`src/rtl/ma_pkg.sv`:
```
// Shared moving-average constants and the averaging/rounding helper.
package ma_pkg;

    localparam int unsigned MA_DATA_W      = 32;
    localparam int unsigned MA_LOG2_WINDOW = 3;

    // Widest supported sample plus one headroom bit for the rounding add.
    localparam int unsigned MA_MAX_W = 64;
    localparam int unsigned MA_EXT_W = MA_MAX_W + 1;

    // Divide a sign-extended running sum by 2^log2_window, rounding half up.
    function automatic logic signed [MA_EXT_W-1:0] ma_round_shift(
        input logic signed [MA_EXT_W-1:0] sum,
        input int unsigned                log2_window
    );
        logic signed [MA_EXT_W-1:0] half;
        half = MA_EXT_W'(1) << (log2_window - 1);
        return (sum + half) >>> log2_window;
    endfunction

endpackage

```
`src/rtl/ma_output_decimator_if.sv`:
```
// Sample-in / average-out bundle of the decimator, with status flags.
interface ma_output_decimator_if
    import ma_pkg::*;
#(
    parameter int unsigned DATA_W = MA_DATA_W
);

    logic signed [DATA_W-1:0] in_data;
    logic                     in_valid;
    logic signed [DATA_W-1:0] out_data;
    logic                     out_valid;
    logic                     out_ready;
    logic                     primed;
    logic                     overflow;

    // Decimator side.
    modport slave (
        input  in_data, in_valid, out_ready,
        output out_data, out_valid, primed, overflow
    );

    // Filter / consumer side.
    modport master (
        output in_data, in_valid, out_ready,
        input  out_data, out_valid, primed, overflow
    );

endinterface

```
`src/rtl/ma_sync_fifo.sv`:
```
// Generic synchronous FIFO; caller guarantees no push when full without a pop
// and no pop when empty.
module ma_sync_fifo #(
    parameter int unsigned DATA_W = 32,
    parameter int unsigned DEPTH  = 4
) (
    input  logic                     clk,
    input  logic                     rst_n,
    input  logic                     push,
    input  logic                     pop,
    input  logic [DATA_W-1:0]        wdata,
    output logic [DATA_W-1:0]        rdata,
    output logic                     full,
    output logic                     empty,
    output logic [$clog2(DEPTH):0]   count
);

    localparam int unsigned AW = $clog2(DEPTH);
    localparam int unsigned CW = AW + 1;

    logic [DATA_W-1:0] mem [DEPTH];
    logic [AW-1:0]     wr_ptr;
    logic [AW-1:0]     rd_ptr;
    logic [CW-1:0]     count_nxt;

    assign rdata = mem[rd_ptr];

    // Occupancy after this edge; simultaneous push and pop cancel out.
    always_comb begin
        count_nxt = count;
        if (push && !pop) begin
            count_nxt = count + CW'(1);
        end else if (pop && !push) begin
            count_nxt = count - CW'(1);
        end
    end

    // Pointers, count and registered full/empty flags.
    always_ff @(posedge clk) begin
        if (!rst_n) begin
            wr_ptr <= '0;
            rd_ptr <= '0;
            count  <= '0;
            full   <= 1'b0;
            empty  <= 1'b1;
        end else begin
            if (push) begin
                wr_ptr <= wr_ptr + AW'(1);
            end
            if (pop) begin
                rd_ptr <= rd_ptr + AW'(1);
            end
            count <= count_nxt;
            full  <= (count_nxt == CW'(DEPTH));
            empty <= (count_nxt == '0);
        end
    end

    // Storage; cleared so the head reads zero out of reset.
    always_ff @(posedge clk) begin
        if (!rst_n) begin
            for (int i = 0; i < int'(DEPTH); i++) begin
                mem[i] <= '0;
            end
        end else if (push) begin
            mem[wr_ptr] <= wdata;
        end
    end

endmodule

```
`src/rtl/ma_output_decimator.sv`:
```
// Moving-average output stage: drops warm-up sums, scales to an average,
// decimates, and buffers results behind a valid/ready port.
module ma_output_decimator
    import ma_pkg::*;
#(
    parameter int unsigned DATA_W      = MA_DATA_W,
    parameter int unsigned LOG2_WINDOW = MA_LOG2_WINDOW,
    parameter int unsigned DECIM       = 4,
    parameter int unsigned FIFO_DEPTH  = 4
) (
    input logic                  clk,
    input logic                  rst_n,
    ma_output_decimator_if.slave bus
);

    localparam int unsigned WINDOW = 2 ** LOG2_WINDOW;
    localparam int unsigned WARM_W = LOG2_WINDOW;
    localparam int unsigned PH_W   = (DECIM > 1) ? $clog2(DECIM) : 1;
    localparam int unsigned CNT_W  = $clog2(FIFO_DEPTH) + 1;

    logic [WARM_W-1:0]        warm_cnt;
    logic                     primed_q;
    logic [PH_W-1:0]          phase;
    logic                     take;
    logic signed [DATA_W-1:0] scaled;
    logic signed [DATA_W-1:0] s1_data;
    logic                     s1_keep;
    logic                     overflow_q;
    logic                     fifo_push;
    logic                     fifo_pop;
    logic                     fifo_full;
    logic                     fifo_empty;
    logic [DATA_W-1:0]        fifo_rdata;
    logic [CNT_W-1:0]         fifo_count;

    assign take   = bus.in_valid && primed_q;
    assign scaled = DATA_W'(ma_round_shift(MA_EXT_W'(bus.in_data), LOG2_WINDOW));

    // Warm-up: swallow the first WINDOW valid sums, then hold primed.
    always_ff @(posedge clk) begin
        if (!rst_n) begin
            warm_cnt <= '0;
            primed_q <= 1'b0;
        end else if (bus.in_valid && !primed_q) begin
            if (warm_cnt == WARM_W'(WINDOW - 1)) begin
                primed_q <= 1'b1;
            end else begin
                warm_cnt <= warm_cnt + WARM_W'(1);
            end
        end
    end

    // Decimation phase, advanced by every post-warm-up sample.
    always_ff @(posedge clk) begin
        if (!rst_n) begin
            phase <= '0;
        end else if (take) begin
            phase <= (phase == PH_W'(DECIM - 1)) ? '0 : phase + PH_W'(1);
        end
    end

    // Stage 1: scaled sample and keep flag.
    always_ff @(posedge clk) begin
        if (!rst_n) begin
            s1_data <= '0;
            s1_keep <= 1'b0;
        end else begin
            s1_keep <= take && (phase == '0);
            if (take) begin
                s1_data <= scaled;
            end
        end
    end

    // Stage 2: a same-edge pop frees a slot even when full.
    assign fifo_pop  = !fifo_empty && bus.out_ready;
    assign fifo_push = s1_keep && (!fifo_full || fifo_pop);

    ma_sync_fifo #(
        .DATA_W (DATA_W),
        .DEPTH  (FIFO_DEPTH)
    ) u_fifo (
        .clk   (clk),
        .rst_n (rst_n),
        .push  (fifo_push),
        .pop   (fifo_pop),
        .wdata (s1_data),
        .rdata (fifo_rdata),
        .full  (fifo_full),
        .empty (fifo_empty),
        .count (fifo_count)
    );

    // Sticky drop flag: a kept sample met a full FIFO with no pop.
    always_ff @(posedge clk) begin
        if (!rst_n) begin
            overflow_q <= 1'b0;
        end else if (s1_keep && fifo_full && !fifo_pop) begin
            overflow_q <= 1'b1;
        end
    end

    assign bus.out_data  = fifo_rdata;
    assign bus.out_valid = !fifo_empty;
    assign bus.primed    = primed_q;
    assign bus.overflow  = overflow_q;

    // Occupancy can never exceed the FIFO depth.
    assert property (@(posedge clk) disable iff (!rst_n) fifo_count <= CNT_W'(FIFO_DEPTH));

endmodule

```
`src/flat_wrapper.sv`:
```
// flat-port wrapper written by rule: the top's interface ports become plain ports
module ma_output_decimator_flat import ma_pkg::*;
#(
    parameter int unsigned DATA_W      = MA_DATA_W,
    parameter int unsigned LOG2_WINDOW = MA_LOG2_WINDOW,
    parameter int unsigned DECIM       = 4,
    parameter int unsigned FIFO_DEPTH  = 4
)
  (clk, rst_n, bus_in_data, bus_in_valid, bus_out_ready, bus_out_data, bus_out_valid, bus_primed, bus_overflow);
  ma_output_decimator_if #(.DATA_W(DATA_W)) bus_i ();
  input logic clk;
  input logic rst_n;
  input wire logic [$bits(bus_i.in_data)-1:0] bus_in_data;
  input wire logic [$bits(bus_i.in_valid)-1:0] bus_in_valid;
  input wire logic [$bits(bus_i.out_ready)-1:0] bus_out_ready;
  output wire logic [$bits(bus_i.out_data)-1:0] bus_out_data;
  output wire logic [$bits(bus_i.out_valid)-1:0] bus_out_valid;
  output wire logic [$bits(bus_i.primed)-1:0] bus_primed;
  output wire logic [$bits(bus_i.overflow)-1:0] bus_overflow;
  assign bus_i.in_data = bus_in_data;
  assign bus_i.in_valid = bus_in_valid;
  assign bus_i.out_ready = bus_out_ready;
  assign bus_out_data = bus_i.out_data;
  assign bus_out_valid = bus_i.out_valid;
  assign bus_primed = bus_i.primed;
  assign bus_overflow = bus_i.overflow;
  ma_output_decimator #(.DATA_W(DATA_W), .LOG2_WINDOW(LOG2_WINDOW), .DECIM(DECIM), .FIFO_DEPTH(FIFO_DEPTH)) u_core (.clk(clk), .rst_n(rst_n), .bus(bus_i));
endmodule
```
`config.mk`:
```
export PLATFORM = sky130hd
export DESIGN_NAME = ma_output_decimator_flat
export DESIGN_NICKNAME = d
export VERILOG_FILES = /design/src/rtl/ma_pkg.sv /design/src/rtl/ma_output_decimator_if.sv /design/src/rtl/ma_sync_fifo.sv /design/src/rtl/ma_output_decimator.sv /design/src/flat_wrapper.sv
export SDC_FILE = /design/constraint.sdc
export NUM_CORES = 1
export LEC_CHECK = 0
export ABC_CLOCK_PERIOD_IN_PS = 7900
export CORE_MARGIN = 3
export CORE_UTILIZATION = 35
export CTS_BUF_LIST = sky130_fd_sc_hd__clkbuf_4
export DETAILED_ROUTE_END_ITERATION = 8
export PLACE_DENSITY = 0.49
export SYNTH_ARGS = -nofsm -noshare
export SYNTH_HDL_FRONTEND = slang
export SYNTH_SLANG_ARGS = --single-unit
```
`constraint.sdc`:
```
create_clock -name clk -period 7.9 [get_ports clk]
set_clock_uncertainty 0.05 [all_clocks]
set_input_delay 0.79 -clock clk [delete_from_list [all_inputs] [get_ports clk]]
set_output_delay 0.79 -clock clk [all_outputs]
set_load 0.02 [all_outputs]
```
==> impl_results.md, run 1 <==
- Outcome: complete, no violations
- # Post-CTS Setup Buffers: 0
- Final setup TNS: 0 ns
- Final Hold Viols: 0
- Main flop type after synthesis: edfxtp_1
- Rel. slew slack: 0.185
- Die W: 153 um
- Max-slew violations: 0
- CTS tree: yes
- First-pass GRT wire length: 28.7 mm
- Synthesized net count: 673
- Area Growth Syn to Fin: 17.3%
- Syn Inst Count: 630
- Final net count: 733
- Sequential cell area fraction in the yosys report: 0.602
- CTS buffer count: 17
- Worst-Margin Slew: 1.21 ns
- Drt wl/cell: 18.8 um
- H-tree depth: 4
- Clock sink total: 169
- CTS Hold Bufs: 0
- Share of layout cells above drive strength 1: 0.121
- Vias in the first global route: 4992
- Synthesized flop and latch total: 169
- Die H: 153 um
- WHS Endpoint: u_core.s1_data[0]
- Input/output buffers: 68
- Post-cts resize count: 0
- Starting density of the core: 0.359
- Critical path fanouts, max: 31
- Mean post-synth cell area: 12.1 um2
- GPL Wtd Cong: 0.738
- Hold Path Depth: 2
- Unrepaired setup endpoints after global routing: false
- DR pass1 iterations: 5
- Vias: 5069
- Final setup fails: 0
- DP HPWL: 11.6 mm
- Synth cell types: 50
- Crit path kind: in -> reg
- Largest net degree at the start of global routing: 59
- Post-Route WL: 18.4 mm
- Max cap viols: 0
- # diodes: 0
- Top Metal Used: met4
- Async SR Flop Fraction: 0
- CP Launch Point: bus_out_ready
- Clock Latency Late Sink: 0.54 ns
- Post-Syn Area: 7610 um2
- Synth Warn #: 0
- Final Power: 1.81 mW
- FF-to-FF path depth: 6
- HP Class: reg -> reg
- Metal1 wirelength: 8.39 mm
- Detailed Route Iter0 Violations: 273
- Worst EP required: 8.08 ns
- CORE AREA: 21200 um2
- Final period util: 0.468
- Reg2Reg Setup Slack: 4.63 ns
- VDD IR max: 0.0803 mV
- Critical Path AT: 3.88 ns
- DRC Markers: 0
- Met2 wire len: 8.99 mm
- Startpoint of the lowest-slack hold path: u_core.s1_data[0]
- Final Core Density: 0.421
- Tmin final: 3.69 ns
- R2r endpoint: u_core.u_fifo.mem[0][28]
- Met3 wire len: 838 um
- GRT Total Usage: 0.159
- Post-route ant nets: 0
- Clock root buffer master: clkbuf_4
- Total gr overflow: 0
- Initial antenna violation count: 0
- Crit end category: register
- Clock tree buffer depth: 2
- FMAX: 271 MHz
- Top Ports: 71
- Die area: 23500 um2
- Vias/cell: 5.18
- Worst r2r src: u_core.u_fifo.empty
- PwrDens: 203 nW/um2
- Clk slew on worst S/H paths: 0.14 ns
- Pleak: 3.21 nW
- Setup crit start kind: primary input
- Post-synth EDFFs: 120
- FP Rows: 53
## cells by family after synthesis
| logic type | after synthesis | share of synthesized area |
|---|---|---|
| AOI/OAI and AO/OA | 79 | 0.0663 |
| xor gates and xnor gates | 18 | 0.0207 |
| adders and majority gates | 7 | 0.0115 |
| buffers and inverters | 79 | 0.0419 |
| DFF | 169 | 0.602 |
| muxes | 33 | 0.0927 |
| and+or+nand+nor | 245 | 0.164 |
## worst max-delay path by stage
stage	end	slack (ns)	depth (start not counted)
floorplan	u_core.u_fifo.mem[1][0]	3.88	4
global placement	u_core.u_fifo.mem[0][20]	3.48	7
detailed placement	u_core.u_fifo.mem[0][20]	3.46	7
CTS	u_core.u_fifo.mem[0][16]	4.07	7
global route	u_core.u_fifo.mem[0][16]	3.85	7
finish	u_core.u_fifo.mem[0][28]	4.21	7
## per-stage QoR
stage	cell area [um2]	setup slack [ns]	hold slack [ns]	cells
floorplan	7610	3.88	0.395	630
global placement	8590	3.48	0.412	946
detailed placement	8590	3.46	0.417	946
CTS	8930	4.07	0.435	978
global route	8930	3.85	0.456	978
finish	8930	4.21	0.435	978
## cells in the final DEF (no fill, tap or decap), types with 4 or more instances in the layout
master	count
clkdlybuf4s50_1	68
and3_1	12
edfxtp_1	120
ha_1	7
mux4_2	30
a211oi_1	10
nor4_1	8
inv_1	39
nor2_1	80
clkinv_1	4
clkbuf_4	18
o21ai_0	24
nand4_1	11
and2_1	35
a21oi_1	13
o41ai_1	6
or4b_1	4
and4_1	4
a31oi_1	9
xnor2_1	13
nand2_1	44
buf_4	12
nand3_1	16
dfxtp_1	48
xor2_1	5
nor3_1	8
bufinv_16	5
## routing by layer
metal | track usage | vias to the layer above
met5 | 0 | -
met4 | 0.0362 | 0
met3 | 0.0368 | 10
met2 | 0.260 | 116
met1 | 0.217 | 2516
li1 | - | 2427
## flip-flops by register name, indices dropped and copies added (netlist names), named ones only
register	count
u_core.u_fifo.rd_ptr	2
u_core.u_fifo.wr_ptr	2
u_core.s1_keep	1
u_core.s1_data	30
u_core.bus.overflow	1
u_core.u_fifo.mem	120
u_core.u_fifo.count	3
u_core.warm_cnt	3
u_core.bus.primed	1
u_core.phase	2
u_core.u_fifo.empty	1
u_core.u_fifo.full	1
## cell usage after synthesis (all sizes together) (5+ instances only)
master | n | share of area
a211oi | 11 | 0.011
a21oi | 13 | 0.0085
a31oi | 9 | 0.0074
and2 | 36 | 0.030
and3 | 12 | 0.0099
buf | 10 | 0.0079
clkbuf | 29 | 0.014
dfxtp | 49 | 0.13
edfxtp | 120 | 0.47
ha | 7 | 0.012
inv | 39 | 0.019
mux4 | 30 | 0.089
nand2 | 44 | 0.022
nand3 | 16 | 0.011
nand4 | 12 | 0.012
nor2 | 80 | 0.039
nor3 | 8 | 0.0053
nor4 | 9 | 0.0074
o21ai | 27 | 0.018
o41ai | 6 | 0.0069
xnor2 | 13 | 0.015
xor2 | 5 | 0.0058
## final cells by class
type / count / area (um2)
Clock buffer: 18 / 135
Clock inverter: 14 / 204
Fill cell: 2036 / 12300
Inverter: 40 / 150
Multi-Input combinational cell: 382 / 2740
Sequential cell: 169 / 4590
Tap cell: 275 / 344
Timing Repair Buffer: 80 / 771
## report_power, final
| group | switching (mW) | leakage (nW) | internal [mW] |
|---|---|---|---|
| Sequential | 0.0136 | 1.63 | 0.975 |
| Combinational | 0.132 | 1.40 | 0.116 |
| Clock | 0.291 | 0.175 | 0.283 |
## worst max-delay path, stage by stage
cell and delay (ns):
clkdlybuf4s50_1 0.49, nor2b_1 0.45, o21ai_0 0.37, nor4_2 0.22, buf_4 0.36, nand2b_1 0.76
buf_4 0.40
(Power assumes the default switching activity.)
==> inputs of run 2 (changes only) <==
Settings changed: ABC_CLOCK_PERIOD_IN_PS 7900 to 3500.
Clock period 7.9 ns to 3.5 ns, I/O delays scaled along.
==> impl_results.md, run 2 (synthesized netlist as in run 1, its figures left out) <==
- Outcome: complete, no violations
- Die area: 23500 um2 (unchanged)
- Rel. slew slack: 0.343 (+0.158)
- DR pass1 iterations: 4 (-1)
- Starting density of the core: 0.359 (unchanged)
- Clock root buffer master: clkbuf_4
- Share of layout cells above drive strength 1: 0.131 (+0.00989)
- Final Power: 4.06 mW (+120%)
- # Post-CTS Setup Buffers: 0 (unchanged)
- Final setup fails: 0 (unchanged)
- CTS buffer count: 17 (unchanged)
- Post-cts resize count: 0 (unchanged)
- Unrepaired setup endpoints after global routing: false
- DRC Markers: 0 (unchanged)
- Met3 wire len: 920 um (+9.8%)
- First-pass GRT wire length: 29.1 mm (+1.3%)
- Max-slew violations: 0 (unchanged)
- Biggest regs: u_core.u_fifo.mem x120, u_core.s1_data x30
- HP Class: in -> reg
- GPL Wtd Cong: 0.807 (+9.3%)
- Top Ports: 71 (unchanged)
- Largest Register: u_core.u_fifo.mem
- VDD IR max: 0.201 mV (+150%)
- FILL cells: 2016 (-0.98%)
- Most common cell after layout, fill and taps aside: edfxtp_1
- Pleak: 3.24 nW (+1.0%)
- FMAX: 320 MHz
- CORE AREA: 21200 um2 (unchanged)
- Detailed Route Iter0 Violations: 438 (+60%)
- Vias in the first global route: 5136 (+2.9%)
- Hold WS: 0.396 ns (-0.0390 ns)
- Final Hold Viols: 0 (unchanged)
- Final net count: 741 (+1.1%)
- Clock Latency Late Sink: 0.56 ns (+0.02 ns)
- CTS tree: yes
- Most frequent cells in the layout: 120 x edfxtp_1, 80 x nor2_1, 68 x clkdlybuf4s50_1, 48 x dfxtp_1, 44 x nand2_1
- Clock sink total: 169 (unchanged)
- DP HPWL: 11.9 mm (+2.7%)
- Met2 wire len: 9.36 mm (+4.1%)
- Metal1 wirelength: 8.41 mm (+0.20%)
- Total gr overflow: 0 (unchanged)
- Clk slew on worst S/H paths: 0.13 ns (about the same)
- Area Growth Syn to Fin: 18.1%
- CTS Hold Bufs: 0 (unchanged)
- Max reg flops: 120 (unchanged)
- Post-place setup slack: 0.679 ns (-2.78 ns)
- Largest net degree at the start of global routing: 59 (unchanged)
- Drt wl/cell: 19.2 um (+2.1%)
- Die H: 153 um (unchanged)
- Critical path fanouts, max: 16 (-48%)
- Final worst setup slack: 0.371 ns (-3.83 ns)
- Vias/cell: 5.19 (about the same)
- Vias: 5120 (+1.0%)
- Post-Route WL: 18.9 mm (+3.1%)
- Tmin final: 3.13 ns
- PwrDens: 452 nW/um2 (+120%)
- Worst-Margin Slew: 0.986 ns (-0.226 ns)
- Clock tree buffer depth: 2 (unchanged)
- Setup crit start kind: register
- Critical Path AT: 2.73 ns (-1.15 ns)
- Worst EP required: 3.10 ns (-4.98 ns)
- Final setup TNS: 0 ns (unchanged)
- Input/output buffers: 68 (unchanged)
- Die W: 153 um (unchanged)
- Final period util: 0.894
- Max cap viols: 0 (unchanged)
- Crit end category: output pin
- Crit path kind: reg -> out
- GRT Total Usage: 0.163 (+0.00374)
- Post-route ant nets: 0 (unchanged)
- Initial antenna violation count: 1 (+1)
- FP Rows: 53 (unchanged)
- Top Metal Used: met4
- H-tree depth: 4 (unchanged)
[run 2: routing by layer]
metal  GRT usage  vias to the layer above
met1       0.217                     2529
li1            -                     2439
met4      0.0458                        0
met3      0.0300                       14
met2       0.274                      138
met5           0                        -
[run 2: final timing paths]
path                                          start                  endpoint  slack, ns  cells past startpoint
worst min register to register    u_core.s1_data[0]         u_core.s1_data[0]       0.44                      2
worst max register to register  u_core.u_fifo.empty  u_core.u_fifo.mem[0][14]       1.24                      5
worst min-delay path                bus_in_data[28]        u_core.s1_data[25]       0.40                      3
worst max-delay path                       register          bus_out_data[12]       0.37                      3
[run 2: layout make-up]
type | count | area [um2] | area share
antenna | 1 | 2.50 | 0.000278
inverter | 40 | 150 | 0.0167
clock inverter | 13 | 178 | 0.0198
tap | 275 | 344 | 0.0383
timing repair buffer | 88 | 843 | 0.0938
clock buffer | 19 | 143 | 0.0159
sequential | 169 | 4590 | 0.510
multi-input combinational | 382 | 2740 | 0.305
[run 2: worst max-delay path, cell delays in order, from the launching register on]
cell             delay (ns)
dfxtp_2                0.78
buf_12                 0.27
mux4_2                 0.54
clkdlybuf4s50_1        0.55
[run 2: where the power goes]
group          total (mW)  internal (mW)  switching [mW]
logic               0.552          0.271           0.281
clock network        1.26          0.577           0.680
registers            2.25           2.20          0.0505
[run 2: per-stage QoR]
| step | instances | cell area [um2] | util |
|---|---|---|---|
| finish | 987 | 8990 | 0.423 |
| global route | 987 | 8990 | 0.423 |
| floorplan | 630 | 7610 | - |
| CTS | 986 | 8980 | 0.423 |
| detailed placement | 954 | 8660 | 0.408 |
| global placement | 954 | 8660 | 0.408 |
